[config.mk]
export PLATFORM = sky130hd
export DESIGN_NAME = uart_tx_fifo_flat
export DESIGN_NICKNAME = d
export VERILOG_FILES = /design/src/rtl/uart_tx_fifo_pkg.sv /design/src/rtl/uart_tx_fifo_if.sv /design/src/rtl/uart_tx_fifo_sync_fifo.sv /design/src/rtl/uart_tx_fifo.sv /design/src/flat_wrapper.sv
export SDC_FILE = /design/constraint.sdc
export NUM_CORES = 1
export LEC_CHECK = 0
export ABC_AREA = 1
export CORE_MARGIN = 4
export CORE_UTILIZATION = 30
export DETAILED_ROUTE_END_ITERATION = 12
export GPL_TIMING_DRIVEN = 1
export PLACE_DENSITY = 0.54
export SLEW_MARGIN = 20
export SYNTH_ARGS = -nofsm -noshare
export SYNTH_HDL_FRONTEND = slang
export SYNTH_SLANG_ARGS = --single-unit
[constraint.sdc]
create_clock -name sysclk -period 4.5 [get_ports sysclk]
set_clock_uncertainty 0.15 [all_clocks]
set_input_delay 0.9 -clock sysclk [delete_from_list [all_inputs] [get_ports sysclk]]
set_output_delay 0.9 -clock sysclk [all_outputs]
set_load 0.03 [all_outputs]
[src/rtl/uart_tx_fifo_pkg.sv]
// Shared definitions for the buffered UART transmitter: frame states, parity modes
// and the default baud divisor for a 10 MHz sysclk at 115200 baud.
package uart_tx_fifo_pkg;

  typedef enum logic [2:0] {
    ST_IDLE  = 3'd0,
    ST_START = 3'd1,
    ST_DATA  = 3'd2,
    ST_PAR   = 3'd3,
    ST_STOP  = 3'd4
  } state_t;

  localparam int PAR_NONE = 0;
  localparam int PAR_ODD  = 1;
  localparam int PAR_EVEN = 2;

  localparam int SYSCLK_HZ = 10_000_000;
  localparam int BAUD_RATE = 115_200;
  // Rounded to nearest: 10e6 / 115200 = 86.8 -> 87
  localparam int DEFAULT_CLKS_PER_BIT = (SYSCLK_HZ + BAUD_RATE / 2) / BAUD_RATE;

  function automatic bit is_pow2(input int value);
    return (value > 0) && ((value & (value - 1)) == 0);
  endfunction

endpackage

[src/rtl/uart_tx_fifo_if.sv]
// CPU-facing bus of the buffered UART transmitter: write port, overflow clear,
// status flags and the serial line itself.
interface uart_tx_fifo_if #(
  parameter int DATA_BITS  = 8,
  parameter int FIFO_DEPTH = 16
);

  logic                          wr_en;
  logic [DATA_BITS-1:0]          wr_data;
  logic                          ovf_clr;
  logic                          full;
  logic                          empty;
  logic [$clog2(FIFO_DEPTH):0]   count;
  logic                          busy;
  logic                          ovf;
  logic                          uart_tx;

  modport master (
    output wr_en, wr_data, ovf_clr,
    input  full, empty, count, busy, ovf, uart_tx
  );

  modport slave (
    input  wr_en, wr_data, ovf_clr,
    output full, empty, count, busy, ovf, uart_tx
  );

endinterface

[src/rtl/uart_tx_fifo_sync_fifo.sv]
// Single-clock FIFO with registered level flags; the head word is visible before the
// pop edge so the consumer can capture it on the same edge it pops.
module sync_fifo #(
  parameter int WIDTH = 8,
  parameter int DEPTH = 16
) (
  input  logic                     clk,
  input  logic                     rst_n,
  input  logic                     push,
  input  logic [WIDTH-1:0]         push_data,
  input  logic                     pop,
  output logic [WIDTH-1:0]         head_data,
  output logic                     full,
  output logic                     empty,
  output logic [$clog2(DEPTH):0]   count
);

  localparam int AW = $clog2(DEPTH);
  localparam int CW = AW + 1;
  localparam logic [CW-1:0] FULL_LVL = CW'(DEPTH);

  logic [WIDTH-1:0] mem [DEPTH];
  logic [AW-1:0]    wr_ptr_reg;
  logic [AW-1:0]    rd_ptr_reg;
  logic [CW-1:0]    count_reg;
  logic [CW-1:0]    count_next;
  logic             full_reg;
  logic             empty_reg;
  logic             do_push;
  logic             do_pop;

  // A push into a full FIFO still lands when the head leaves on the same edge
  assign do_pop  = pop && !empty_reg;
  assign do_push = push && (!full_reg || do_pop);

  always_comb begin
    count_next = count_reg;
    if (do_push && !do_pop) begin
      count_next = count_reg + 1'b1;
    end else if (do_pop && !do_push) begin
      count_next = count_reg - 1'b1;
    end
  end

  always_ff @(posedge clk) begin
    if (do_push) begin
      mem[wr_ptr_reg] <= push_data;
    end
  end

  always_ff @(posedge clk or negedge rst_n) begin
    if (!rst_n) begin
      wr_ptr_reg <= '0;
      rd_ptr_reg <= '0;
      count_reg  <= '0;
      full_reg   <= 1'b0;
      empty_reg  <= 1'b1;
    end else begin
      if (do_push) begin
        wr_ptr_reg <= wr_ptr_reg + 1'b1;
      end
      if (do_pop) begin
        rd_ptr_reg <= rd_ptr_reg + 1'b1;
      end
      count_reg <= count_next;
      full_reg  <= (count_next == FULL_LVL);
      empty_reg <= (count_next == '0);
    end
  end

  assign head_data = mem[rd_ptr_reg];
  assign full      = full_reg;
  assign empty     = empty_reg;
  assign count     = count_reg;

endmodule

[src/rtl/uart_tx_fifo.sv]
// Buffered UART transmitter: CPU words queue in a FIFO and a frame FSM serialises
// them LSB-first with optional parity and one or two stop bits.
module uart_tx_fifo
  import uart_tx_fifo_pkg::*;
#(
  parameter int CLKS_PER_BIT = DEFAULT_CLKS_PER_BIT,
  parameter int DATA_BITS    = 8,
  parameter int PARITY       = PAR_NONE,
  parameter int STOP_BITS    = 1,
  parameter int FIFO_DEPTH   = 16
) (
  input  logic           sysclk,
  input  logic           cpu_resetn,
  uart_tx_fifo_if.slave  bus
);

  if (CLKS_PER_BIT < 2 || DATA_BITS < 5 || DATA_BITS > 9 ||
      PARITY < PAR_NONE || PARITY > PAR_EVEN ||
      STOP_BITS < 1 || STOP_BITS > 2 ||
      FIFO_DEPTH < 2 || !is_pow2(FIFO_DEPTH)) begin : g_param_check
    $error("uart_tx_fifo: illegal parameter combination");
  end

  localparam int CW = $clog2(CLKS_PER_BIT);
  localparam int IW = $clog2(DATA_BITS + 1);
  localparam logic [CW-1:0] LAST_TICK = CW'(CLKS_PER_BIT - 1);
  localparam logic [IW-1:0] LAST_DATA = IW'(DATA_BITS - 1);
  localparam logic [IW-1:0] LAST_STOP = IW'(STOP_BITS - 1);

  state_t               state_reg;
  logic [CW-1:0]        tick_reg;
  logic [IW-1:0]        idx_reg;
  logic [DATA_BITS-1:0] shift_reg;
  logic                 par_reg;
  logic                 tx_reg;
  logic                 busy_reg;
  logic                 ovf_reg;

  logic [DATA_BITS-1:0] head_data;
  logic                 bit_end;
  logic                 frame_end;
  logic                 pop;
  logic                 drop;

  sync_fifo #(
    .WIDTH (DATA_BITS),
    .DEPTH (FIFO_DEPTH)
  ) u_fifo (
    .clk       (sysclk),
    .rst_n     (cpu_resetn),
    .push      (bus.wr_en),
    .push_data (bus.wr_data),
    .pop       (pop),
    .head_data (head_data),
    .full      (bus.full),
    .empty     (bus.empty),
    .count     (bus.count)
  );

  assign bit_end   = (tick_reg == LAST_TICK);
  assign frame_end = (state_reg == ST_STOP) && bit_end && (idx_reg == LAST_STOP);
  // Popping on the last stop edge chains frames with no idle gap
  assign pop       = !bus.empty && ((state_reg == ST_IDLE) || frame_end);
  assign drop      = bus.wr_en && bus.full && !pop;

  always_ff @(posedge sysclk or negedge cpu_resetn) begin
    if (!cpu_resetn) begin
      state_reg <= ST_IDLE;
      tick_reg  <= '0;
      idx_reg   <= '0;
      shift_reg <= '0;
      par_reg   <= 1'b0;
      tx_reg    <= 1'b1;
      busy_reg  <= 1'b0;
    end else begin
      tick_reg <= (state_reg == ST_IDLE || bit_end) ? '0 : tick_reg + 1'b1;
      if (pop) begin
        shift_reg <= head_data;
        par_reg   <= (^head_data) ^ (PARITY == PAR_ODD);
        idx_reg   <= '0;
        state_reg <= ST_START;
        tx_reg    <= 1'b0;
        busy_reg  <= 1'b1;
      end else begin
        case (state_reg)
          ST_IDLE: begin
            tx_reg   <= 1'b1;
            busy_reg <= 1'b0;
          end
          ST_START: begin
            if (bit_end) begin
              state_reg <= ST_DATA;
              idx_reg   <= '0;
              tx_reg    <= shift_reg[0];
            end
          end
          ST_DATA: begin
            if (bit_end) begin
              if (idx_reg == LAST_DATA) begin
                idx_reg <= '0;
                if (PARITY != PAR_NONE) begin
                  state_reg <= ST_PAR;
                  tx_reg    <= par_reg;
                end else begin
                  state_reg <= ST_STOP;
                  tx_reg    <= 1'b1;
                end
              end else begin
                idx_reg   <= idx_reg + 1'b1;
                shift_reg <= shift_reg >> 1;
                tx_reg    <= shift_reg[1];
              end
            end
          end
          ST_PAR: begin
            if (bit_end) begin
              state_reg <= ST_STOP;
              idx_reg   <= '0;
              tx_reg    <= 1'b1;
            end
          end
          ST_STOP: begin
            if (bit_end) begin
              if (idx_reg == LAST_STOP) begin
                state_reg <= ST_IDLE;
                busy_reg  <= 1'b0;
                tx_reg    <= 1'b1;
              end else begin
                idx_reg <= idx_reg + 1'b1;
              end
            end
          end
          default: begin
            state_reg <= ST_IDLE;
            tx_reg    <= 1'b1;
            busy_reg  <= 1'b0;
          end
        endcase
      end
    end
  end

  // A dropped write outranks a simultaneous clear so no overflow goes unreported
  always_ff @(posedge sysclk or negedge cpu_resetn) begin
    if (!cpu_resetn) begin
      ovf_reg <= 1'b0;
    end else if (drop) begin
      ovf_reg <= 1'b1;
    end else if (bus.ovf_clr) begin
      ovf_reg <= 1'b0;
    end
  end

  assign bus.uart_tx = tx_reg;
  assign bus.busy    = busy_reg;
  assign bus.ovf     = ovf_reg;

endmodule
[src/flat_wrapper.sv]
// flat-port wrapper written by rule: the top's interface ports become plain ports
module uart_tx_fifo_flat import uart_tx_fifo_pkg::*;
#(
  parameter int CLKS_PER_BIT = DEFAULT_CLKS_PER_BIT,
  parameter int DATA_BITS    = 8,
  parameter int PARITY       = PAR_NONE,
  parameter int STOP_BITS    = 1,
  parameter int FIFO_DEPTH   = 16
)
  (sysclk, cpu_resetn, bus_wr_en, bus_wr_data, bus_ovf_clr, bus_full, bus_empty, bus_count, bus_busy, bus_ovf, bus_uart_tx);
  uart_tx_fifo_if #(.DATA_BITS(DATA_BITS), .FIFO_DEPTH(FIFO_DEPTH)) bus_i ();
  input  logic sysclk;
  input  logic cpu_resetn;
  input wire logic [$bits(bus_i.wr_en)-1:0] bus_wr_en;
  input wire logic [$bits(bus_i.wr_data)-1:0] bus_wr_data;
  input wire logic [$bits(bus_i.ovf_clr)-1:0] bus_ovf_clr;
  output wire logic [$bits(bus_i.full)-1:0] bus_full;
  output wire logic [$bits(bus_i.empty)-1:0] bus_empty;
  output wire logic [$bits(bus_i.count)-1:0] bus_count;
  output wire logic [$bits(bus_i.busy)-1:0] bus_busy;
  output wire logic [$bits(bus_i.ovf)-1:0] bus_ovf;
  output wire logic [$bits(bus_i.uart_tx)-1:0] bus_uart_tx;
  assign bus_i.wr_en = bus_wr_en;
  assign bus_i.wr_data = bus_wr_data;
  assign bus_i.ovf_clr = bus_ovf_clr;
  assign bus_full = bus_i.full;
  assign bus_empty = bus_i.empty;
  assign bus_count = bus_i.count;
  assign bus_busy = bus_i.busy;
  assign bus_ovf = bus_i.ovf;
  assign bus_uart_tx = bus_i.uart_tx;
  uart_tx_fifo #(.CLKS_PER_BIT(CLKS_PER_BIT), .DATA_BITS(DATA_BITS), .PARITY(PARITY), .STOP_BITS(STOP_BITS), .FIFO_DEPTH(FIFO_DEPTH)) u_core (.sysclk(sysclk), .cpu_resetn(cpu_resetn), .bus(bus_i));
endmodule
==> flow_summary.json <==
{
  "status": "complete, no violations",
  "power_mw": 3.90,
  "p_per_area_nw_per_um2": 467,
  "grt_use_met2_pct": 21.2,
  "avgSynthCellArea_um2": 11.5,
  "syn_inst": 634,
  "max_slew.worst_pin.slew_ns": 1.07,
  "leakage_nw": 2.94,
  "peakVddDrop_v": 0.000216,
  "hp-class": "in -> async",
  "root_buffer": "clkbuf_16",
  "crit_chain": "inv_1, ha_1, nand2_1, inv_1, nand3_4, nand2_4, nand3_4, a21oi_4, nand2_1, nor2_1",
  "fin_nets": 673,
  "placed_cell_area_um2": 7770,
  "maxCapViolations": 0,
  "postLayoutCellArea_um2": 8360,
  "crit_type": "reg -> reg",
  "path_buf_inv": 2,
  "rsz0062_at_grt": "no",
  "core-area_um2": 23600,
  "drtAntennaViolNets": 0,
  "grt.busiest_layer": "met2",
  "grt_pass1_vias": 4631,
  "final_hold_viol_count": 0,
  "htree_num_levels": 4,
  "finalSetupViolCount": 0,
  "antenna_cells": 0,
  "grtUsageMet1_pct": 18.8,
  "slowest_delay_ns": 0.59,
  "clkLatencyLatePin_ns": 0.44,
  "finalWeightedCongestion": 0.815,
  "first_pass_iters": 6,
  "dieWidth_um": 164,
  "placementRows": 56,
  "antenna_found_initial": 0,
  "dp_hpwl_um": 10900,
  "grt_usage_pct": 13.6,
  "synth_nets": 657,
  "relSlewSlack_pct": 28.8,
  "drt_iter0_drc": 442,
  "start_util_pct": 30.7,
  "mostFrequentLayoutCells": "128 x edfxtp_1, 101 x nor2_1, 84 x o21ai_0",
  "vias": 4777,
  "crit_fanout": 19,
  "drt-total-wl_um": 17500,
  "yosysSeqAreaShare_pct": 66.8,
  "synth-seq-cells": 168,
  "mappedNetlistArea_um2": 7260,
  "met3_usage_pct": 3.10,
  "grt-ovfl-total": 0,
  "post_drt_via_cell_ratio": 4.86,
  "drive_gt1_share_pct": 9.65,
  "crit_family": "simple AND/OR/NAND/NOR gates",
  "mostFrequentLayoutCell": "edfxtp_1",
  "numCtsBuffers": 17,
  "fp.dieH_um": 164,
  "ys_types": 35,
  "arrival_ns": 2.95,
  "grt_max_degree": 67,
  "final_util_pct": 35.4,
  "clockBufferDepth": 2,
  "worst_setup_path_end_kind": "flop",
  "die_area_um2": 26800,
  "cts_resized": 0,
  "drc_errors": 0,
  "ctsHoldBuffers": 0,
  "tritoncts": "done",
  "cp-start-kind": "flop",
  "post-cts-setup-buffers": 0,
  "critPathSlowestCell": "nor2_1",
  "yosysWarnings": 0,
  "slew_violations": 0,
  "io-pin-count": 22,
  "min_period_over_period_pct": 67.4,
  "fmax_ghz": 0.330,
  "finalCriticalPeriod_ns": 3.03,
  "largest_reg_flops": 128,
  "io_buffers": 21,
  "syn2layout_area_growth_pct": 15.1,
  "clkTransAtPathRegs_ns": 0.07,
  "wl_per_cell_um": 17.8,
  "required_ns": 4.41,
  "setup_tns_ns": 0,
  "cts.sinks": 168,
  "grt_pass1_wl_um": 26800
}
## Yosys cell counts
cell	n	area, um^2
inv_1	34	128
or2_2	1	6.26
a21oi_2	1	8.76
xor2_1	13	114
o32ai_1	1	8.76
nand2_1	72	270
xnor2_1	1	8.76
nand2_2	7	43.8
ha_1	11	138
nor2_4	2	22.5
a21oi_1	9	45.0
nand2_4	3	33.8
inv_2	7	26.3
dfrtp_1	38	951
a22oi_1	1	7.51
dfstp_2	2	52.6
clkinv_1	2	7.51
a21oi_4	1	16.3
nand4_1	9	56.3
edfxtp_1	128	3840
buf_2	7	35.0
nor2_1	101	379
buf_4	1	7.51
clkbuf_1	16	60.1
o311ai_0	2	17.5
buf_1	2	7.51
nor2_8	1	20.0
o211ai_1	15	113
o21ai_0	84	420
o31ai_1	1	7.51
nand3_1	31	155
nand3_4	3	52.6
nor3_1	6	30.0
o22ai_1	7	43.8
o221ai_1	14	123
## power by group
group	total (mW)	switching, mW	internal, mW
Combinational	0.520	0.357	0.163
Sequential	1.93	0.0905	1.84
Clock	1.45	0.666	0.787
Total	3.90	1.11	2.79
## through the flow
step | setup slack [ns] | cells | hold WS [ns]
6_report | 1.47 | 982 | 0.302
5_1_grt | 1.24 | 982 | 0.338
4_1_cts | 1.47 | 982 | 0.337
3_5_place_dp | 1.24 | 950 | 0.320
3_3_place_gp | 1.29 | 950 | 0.314
2_1_floorplan | 2.16 | 634 | 0.301
## area by class of cell
| class | instances | area (um^2) |
|---|---|---|
| Sequential cell | 168 | 4850 |
| Fill cell | 2347 | 15300 |
| Inverter | 43 | 161 |
| Clock inverter | 15 | 160 |
| Tap cell | 319 | 399 |
| Multi-Input combinational cell | 397 | 2140 |
| Timing Repair Buffer | 23 | 223 |
| Clock buffer | 17 | 425 |
## cells by family after synthesis
group	Yosys count	share of synthesized area [%]
AOI/OAI and AO/OA	136	11.2
xor gates and xnor gates	14	1.69
adders and majority gates	11	1.90
buffers and inverters	69	3.74
DFF	168	66.8
and+or+nand+nor	236	14.7
## per-layer routing
layer,share of wire [%],routed length (um),up-vias
met5,0,0,-
met4,1.4,251,0
met3,5.0,880,16
met2,47,8310,125
met1,46,8080,2350
li1,-,-,2286
## worst paths after layout
| kind | startpoint | to | slack (ns) | cells past startpoint |
|---|---|---|---|---|
| setup / recovery | u_core.tick_reg[0] | u_core.u_fifo.mem[9][5] | 1.47 | 10 |
| hold / removal | cpu_resetn | u_core.bus.busy | 0.30 | 1 |
| setup reg to reg | u_core.tick_reg[0] | u_core.u_fifo.mem[9][5] | 1.47 | 10 |
| hold reg to reg | u_core.bus.busy | u_core.bus.busy | 0.32 | 2 |
| max in group asynchronous | cpu_resetn | u_core.u_fifo.rd_ptr_reg[0] | 3.47 | 1 |
| min in group sysclk | u_core.bus.busy | u_core.bus.busy | 0.32 | 2 |
Power figures use the tool's default switching activity.
